`config.mk`:
```
export PLATFORM = sky130hd
export DESIGN_NAME = uart_tx_msg_seq
export DESIGN_NICKNAME = d
export VERILOG_FILES = /design/src/rtl/uart_pkg.sv /design/src/rtl/uart_tx_msg_seq_gap_timer.sv /design/src/rtl/uart_tx_msg_seq.sv
export SDC_FILE = /design/constraint.sdc
export NUM_CORES = 1
export LEC_CHECK = 0
export CAP_MARGIN = 30
export CORE_MARGIN = 2
export CORE_UTILIZATION = 50
export DETAILED_ROUTE_END_ITERATION = 12
export PLACE_DENSITY_LB_ADDON = 0.15
export SLEW_MARGIN = 15
export SYNTH_ARGS = -nofsm -noshare
export SYNTH_HDL_FRONTEND = slang
export SYNTH_SLANG_ARGS = --single-unit
```
`constraint.sdc`:
```
create_clock -name sys_clk -period 3.2 [get_ports sys_clk]
set_input_delay 0.32 -clock sys_clk [delete_from_list [all_inputs] [get_ports sys_clk]]
set_output_delay 0.32 -clock sys_clk [all_outputs]
set_load 0.005 [all_outputs]
```
`src/rtl/uart_pkg.sv`:
```
// Shared types and constants for the UART transmit message sequencer.
// Latency: n/a (declarations only).
// Backpressure: n/a (declarations only).
package uart_pkg;

    localparam int DEF_DATA_W = 8;

    localparam logic [7:0] ASCII_CR = 8'h0D;
    localparam logic [7:0] ASCII_LF = 8'h0A;

    typedef enum logic [2:0] {
        ST_IDLE,
        ST_LOAD,
        ST_SEND,
        ST_WAIT_ACK,
        ST_WAIT_DONE,
        ST_GAP
    } seq_state_t;

endpackage

```
`src/rtl/uart_tx_msg_seq_gap_timer.sv`:
```
// Load/count-down timer shared by the inter-character gap and the ack timeout.
// Latency: load takes effect on the next edge; zero flag is combinational from the count.
// Backpressure: none; counts down only while dec is held and parks at zero.
module uart_gap_timer #(
    parameter int CNT_W = 16
) (
    input  logic             sys_clk,
    input  logic             rst_n,
    input  logic             load,
    input  logic [CNT_W-1:0] load_val,
    input  logic             dec,
    output logic             zero
);

    logic [CNT_W-1:0] cnt;

    always_ff @(posedge sys_clk or negedge rst_n) begin
        if (!rst_n) begin
            cnt <= '0;
        end else if (load) begin
            cnt <= load_val;
        end else if (dec && (cnt != '0)) begin
            cnt <= cnt - CNT_W'(1);
        end
    end

    assign zero = (cnt == '0);

endmodule

```
`src/rtl/uart_tx_msg_seq.sv`:
```
// Streams a compile-time character table to a UART byte transmitter on a trigger pulse.
// Latency: trig -> tx_en in 2 cycles; busy fall -> next tx_en in GAP_CYCLES+2 cycles.
// Backpressure: waits on tx_busy rise/fall per byte; UART_TX_MSG_CRLF_EN appends CR LF.
module uart_tx_msg_seq
    import uart_pkg::*;
#(
    parameter int                          DATA_W      = DEF_DATA_W,
    parameter int                          MSG_LEN     = 4,
    parameter logic [MSG_LEN*DATA_W-1:0]   MSG_STR     = {"D", "C", "B", "A"},
    parameter int                          GAP_CYCLES  = 0,
    parameter int                          ACK_TIMEOUT = 16,
    parameter int                          IDX_W       = $clog2(MSG_LEN + 2)
) (
    input  logic              sys_clk,
    input  logic              rst_n,
    input  logic              trig,
    input  logic              loop_mode,
    input  logic              tx_busy,
    output logic              tx_en,
    output logic [DATA_W-1:0] tx_data,
    output logic              seq_busy,
    output logic [IDX_W-1:0]  char_idx,
    output logic              done,
    output logic              ack_err
);

`ifdef UART_TX_MSG_CRLF_EN
    localparam int N_CHARS = MSG_LEN + 2;
`else
    localparam int N_CHARS = MSG_LEN;
`endif
    localparam logic [IDX_W-1:0] LAST_IDX = IDX_W'(N_CHARS - 1);
    localparam logic [15:0]      ACK_LD   = 16'(ACK_TIMEOUT - 1);
    localparam logic [15:0]      GAP_LD   = (GAP_CYCLES > 0) ? 16'(GAP_CYCLES - 1) : 16'd0;

    seq_state_t        state, state_nxt;
    logic              loop_r, stop_req;
    logic              accept, gap_exit, msg_done, ack_timeout;
    logic              tmr_load, tmr_dec, tmr_zero;
    logic [15:0]       tmr_val;
    logic [DATA_W-1:0] char_sel;

    always_comb begin
        char_sel = '0;
        for (int i = 0; i < MSG_LEN; i++) begin
            if (char_idx == IDX_W'(i)) char_sel = MSG_STR[i*DATA_W +: DATA_W];
        end
`ifdef UART_TX_MSG_CRLF_EN
        if (char_idx == IDX_W'(MSG_LEN))     char_sel = DATA_W'(ASCII_CR);
        if (char_idx == IDX_W'(MSG_LEN + 1)) char_sel = DATA_W'(ASCII_LF);
`endif
    end

    always_comb begin
        state_nxt   = state;
        accept      = 1'b0;
        gap_exit    = 1'b0;
        msg_done    = 1'b0;
        ack_timeout = 1'b0;
        tmr_load    = 1'b0;
        tmr_val     = '0;
        tmr_dec     = 1'b0;
        tx_en       = 1'b0;
        case (state)
            ST_IDLE: begin
                if (trig) begin
                    accept    = 1'b1;
                    state_nxt = ST_LOAD;
                end
            end
            ST_LOAD: state_nxt = ST_SEND;
            ST_SEND: begin
                tx_en     = 1'b1;
                tmr_load  = 1'b1;
                tmr_val   = ACK_LD;
                state_nxt = ST_WAIT_ACK;
            end
            ST_WAIT_ACK: begin
                if (tx_busy) begin
                    state_nxt = ST_WAIT_DONE;
                end else if (tmr_zero) begin
                    ack_timeout = 1'b1;
                    state_nxt   = ST_IDLE;
                end else begin
                    tmr_dec = 1'b1;
                end
            end
            ST_WAIT_DONE: begin
                if (!tx_busy) begin
                    if (GAP_CYCLES == 0) begin
                        gap_exit = 1'b1;
                    end else begin
                        tmr_load  = 1'b1;
                        tmr_val   = GAP_LD;
                        state_nxt = ST_GAP;
                    end
                end
            end
            ST_GAP: begin
                if (tmr_zero) gap_exit = 1'b1;
                else          tmr_dec  = 1'b1;
            end
            default: state_nxt = ST_IDLE;
        endcase

        // A pending stop ends the run after the current character, even mid-message.
        if (gap_exit) begin
            if (stop_req || ((char_idx == LAST_IDX) && !loop_r)) begin
                msg_done  = 1'b1;
                state_nxt = ST_IDLE;
            end else begin
                state_nxt = ST_LOAD;
            end
        end
    end

    always_ff @(posedge sys_clk or negedge rst_n) begin
        if (!rst_n) begin
            state    <= ST_IDLE;
            char_idx <= '0;
            tx_data  <= '0;
            loop_r   <= 1'b0;
            stop_req <= 1'b0;
            ack_err  <= 1'b0;
            done     <= 1'b0;
        end else begin
            state <= state_nxt;
            done  <= msg_done;
            if (accept) begin
                loop_r   <= loop_mode;
                ack_err  <= 1'b0;
                char_idx <= '0;
                stop_req <= 1'b0;
            end else if (trig && loop_r && (state != ST_IDLE) && !gap_exit) begin
                stop_req <= 1'b1;
            end
            if (state == ST_LOAD) tx_data <= char_sel;
            if (ack_timeout)      ack_err <= 1'b1;
            if (gap_exit) begin
                if (msg_done)                  stop_req <= 1'b0;
                else if (char_idx == LAST_IDX) char_idx <= '0;
                else                           char_idx <= char_idx + IDX_W'(1);
            end
        end
    end

    assign seq_busy = (state != ST_IDLE);

    uart_gap_timer #(
        .CNT_W (16)
    ) u_gap_timer (
        .sys_clk  (sys_clk),
        .rst_n    (rst_n),
        .load     (tmr_load),
        .load_val (tmr_val),
        .dec      (tmr_dec),
        .zero     (tmr_zero)
    );

endmodule

```
==> impl_metrics.csv <==
group,metric,value,unit
status,status,"finished, final reports clean",
route,first_pass_iters,4,
cells_and_area,final_nets,194,
cells_and_area,area_growth,14.6,%
grt,use_met3,5.97,%
grt,grtUsageMet2,31.3,%
placement,place_area,1790,sq um
sta,finalSetupViolations,0,
critical_path,crit_required,3.43,ns
synth,synth_area_per_cell,9.72,sq um
grt,use_met1,27.0,%
power,leakagePower,0.821,nW
route,vias_per_cell,5.53,
floorplan,die_w,60.8,microns
clocking,root_buffer,"clkbuf_4",
sta,period_minus_slack,2.43,ns
synth,async_reset_ff_share,100,%
clocking,cts_buffers,5,
synth,synth-edff-count,0,
sta,final.setup.tns,0,ns
clocking,worst_skew_pair.late_latency,0.33,ns
floorplan,fp-row-count,20,
clocking,cts-resized-gates,0,
route,drt_iter0_markers,73,
cells_and_area,final_layout_size_suffix_gt1_share,10.9,%
route,wirelength,3100,microns
synth,yosysTopAreaCellShare,46.5,%
clocking,post-cts-setup-buffer-count,0,
synth,synth_top_area_cell,"dfrtp_1",
clocking,cts_max_path_buffers,2,
job,timing.max_cap.violations,0,
route,num_vias,1261,
sta,period_share,75.8,%
route,drcViolationCount,0,
synth,syn-cell-area,1610,sq um
grt,grt_pass1_wl,5490,microns
synth,ys_types,44,
floorplan,dieArea,3700,sq um
critical_path,worstPathMaxFanout,10,
cells_and_area,num-fill-cells,291,
sta,drv_slew,0,
grt,antenna_found_initial,0,
floorplan,ios,20,
sta,relSlewSlack,64.4,%
grt,grt_max_degree,31,
critical_path,critPathArrivalTime,2.65,ns
sta,skew,0.0114,ns
route,avgRoutedWirePerCell,13.6,microns
grt,grt_busiest_layer,"met2",
power,irDropWorstVdd,0.388,mV
cells_and_area,final_common_cell,"dfrtp_1",
placement,dp_hpwl,2300,microns
floorplan,die_h,60.8,microns
sta,setup_slack,0.775,ns
placement,portBuffers,15,
synth,synthFlopType,"dfrtp_1",
floorplan,initial_core_util,52.9,%
clocking,cts.sink_count,30,
power,powerDensity,674,nW/um^2
clocking,path_clk_slew,0.10,ns
critical_path,crit_type,"reg -> reg",
clocking,cts_tree,"built",
synth,postSynthCellCount,166,
synth,synthTopCellsByArea,"dfrtp_1 47%, ha_1 4.7%, nor2_1 4.2%, a21oi_1 3.4%, nor3_1 3.4%",
critical_path,crit_path_start_kind,"register",
sta,rsz0062_at_grt,"no",
floorplan,core_region_area,3050,sq um
synth,ys_seq_elements,30,
sta,tightest_slew,0.530,ns
route,drtAntennaViolNets,0,
clocking,cts.htree.levels,2,
cells_and_area,final_cell_mix,"30 x dfrtp_1, 18 x nor2_1, 15 x clkdlybuf4s50_1",
synth,yosys_warnings,0,
critical_path,end_kind,"register",
cells_and_area,fin_util,60.6,%
cells_and_area,design_area,1850,sq um
grt,grt_usage,20.2,%
placement,place_congestion,0.838,
grt,grt_pass1_vias,1232,
clocking,postCtsHoldBufs,0,
placement,place_ws,0.683,ns
synth,ys_seq_area_share,46.5,%
sta,max_clock_freq,0.412,GHz
cells_and_area,n_antenna_cell,0,
grt,grt_overflow,0,
sta,report.final.hold_viol_count,0,
min_path,min_path_type,"in -> async",
-- metal layers --
| layer | part of all wire [%] | vias up |
|---|---|---|
| met3 | 3.7 | 5 |
| met1 | 47 | 615 |
| li1 | - | 621 |
| met4 | 1.4 | 0 |
| met5 | 0 | - |
| met2 | 48 | 20 |
-- sequential cells by signal (all words and copies together) (netlist names) --
name,flops
tx_data,4
u_gap_timer.cnt,16
char_idx,3
stop_req,1
ack_err,1
loop_r,1
done,1
state,3
-- worst paths after layout --
| kind | startpoint | to | slack, ns | cells after the start |
|---|---|---|---|---|
| hold / removal | rst_n | state[2]$_DFFE_PN0P_ | 0.36 | 2 |
| hold reg to reg | u_gap_timer.cnt[13]$_DFFE_PN0P_ | u_gap_timer.cnt[13]$_DFFE_PN0P_ | 0.48 | 1 |
| setup / recovery | u_gap_timer.cnt[11]$_DFFE_PN0P_ | char_idx[1]$_DFF_PN0_ | 0.77 | 5 |
| min in group sys_clk | u_gap_timer.cnt[13]$_DFFE_PN0P_ | u_gap_timer.cnt[13]$_DFFE_PN0P_ | 0.48 | 1 |
| setup reg to reg | u_gap_timer.cnt[11]$_DFFE_PN0P_ | char_idx[1]$_DFF_PN0_ | 0.77 | 5 |
| max in group asynchronous | rst_n | u_gap_timer.cnt[1]$_DFFE_PN0P_ | 2.56 | 2 |
-- final cells by class --
class / instances / area [sq um] / area share (%)
clock buffer: 6 / 51.3 / 2.77
clock inverter: 2 / 12.5 / 0.677
inverter: 8 / 30.0 / 1.62
multi-input combinational: 122 / 792 / 42.8
sequential: 30 / 751 / 40.6
tap: 44 / 55.1 / 2.98
timing repair buffer: 16 / 158 / 8.53
-- critical path, stage by stage, from the launching register on --
cell and delay (ns):
dfrtp_1 0.45, or4_1 0.69, nor4_4 0.58, a21o_1 0.23
nand2_2 0.08, mux2_4 0.30
-- Yosys cell counts, types with 2 or more instances --
cell,n
dfrtp_1,30
nor2_1,18
nand2_1,12
a21oi_1,11
nor3_1,11
o21ai_0,9
inv_1,7
ha_1,6
buf_4,4
mux2i_1,4
nand3_1,4
buf_2,3
nand2b_1,3
o41ai_1,3
or4_1,3
xnor2_1,3
clkbuf_1,2
nor4_1,2
nor4b_1,2
o211ai_1,2
o31ai_1,2
or3_1,2
or3b_2,2
-- report_power, final --
part	leakage [nW]	internal (W)	total, W	switching (W)
registers	0.385	0.000455	0.000541	0.0000856
logic	0.402	0.000219	0.000463	0.000244
clock network	0.0343	0.000106	0.000242	0.000136
total	0.821	0.000780	0.00125	0.000465
-- kinds of logic after synthesis --
group / synth area share (%)
compound gates: 13.3
other cells: 0.232
mux: 4.11
fa+ha+maj: 4.65
buf+inv: 5.12
simple gates: 24.4
flops: 46.5
xor+xnor: 1.63
-- stage by stage --
stage | std cells | total power [W] | hold slack (ns)
after floorplan | 169 | 0.000831 | 0.0244
after global placement | 220 | 0.000993 | 0.462
after detailed placement | 220 | 0.00101 | 0.464
after CTS | 228 | 0.00126 | 0.362
after global routing | 228 | 0.00135 | 0.398
final | 228 | 0.00125 | 0.362
No activity file was read; power rests on OpenSTA's default activity.
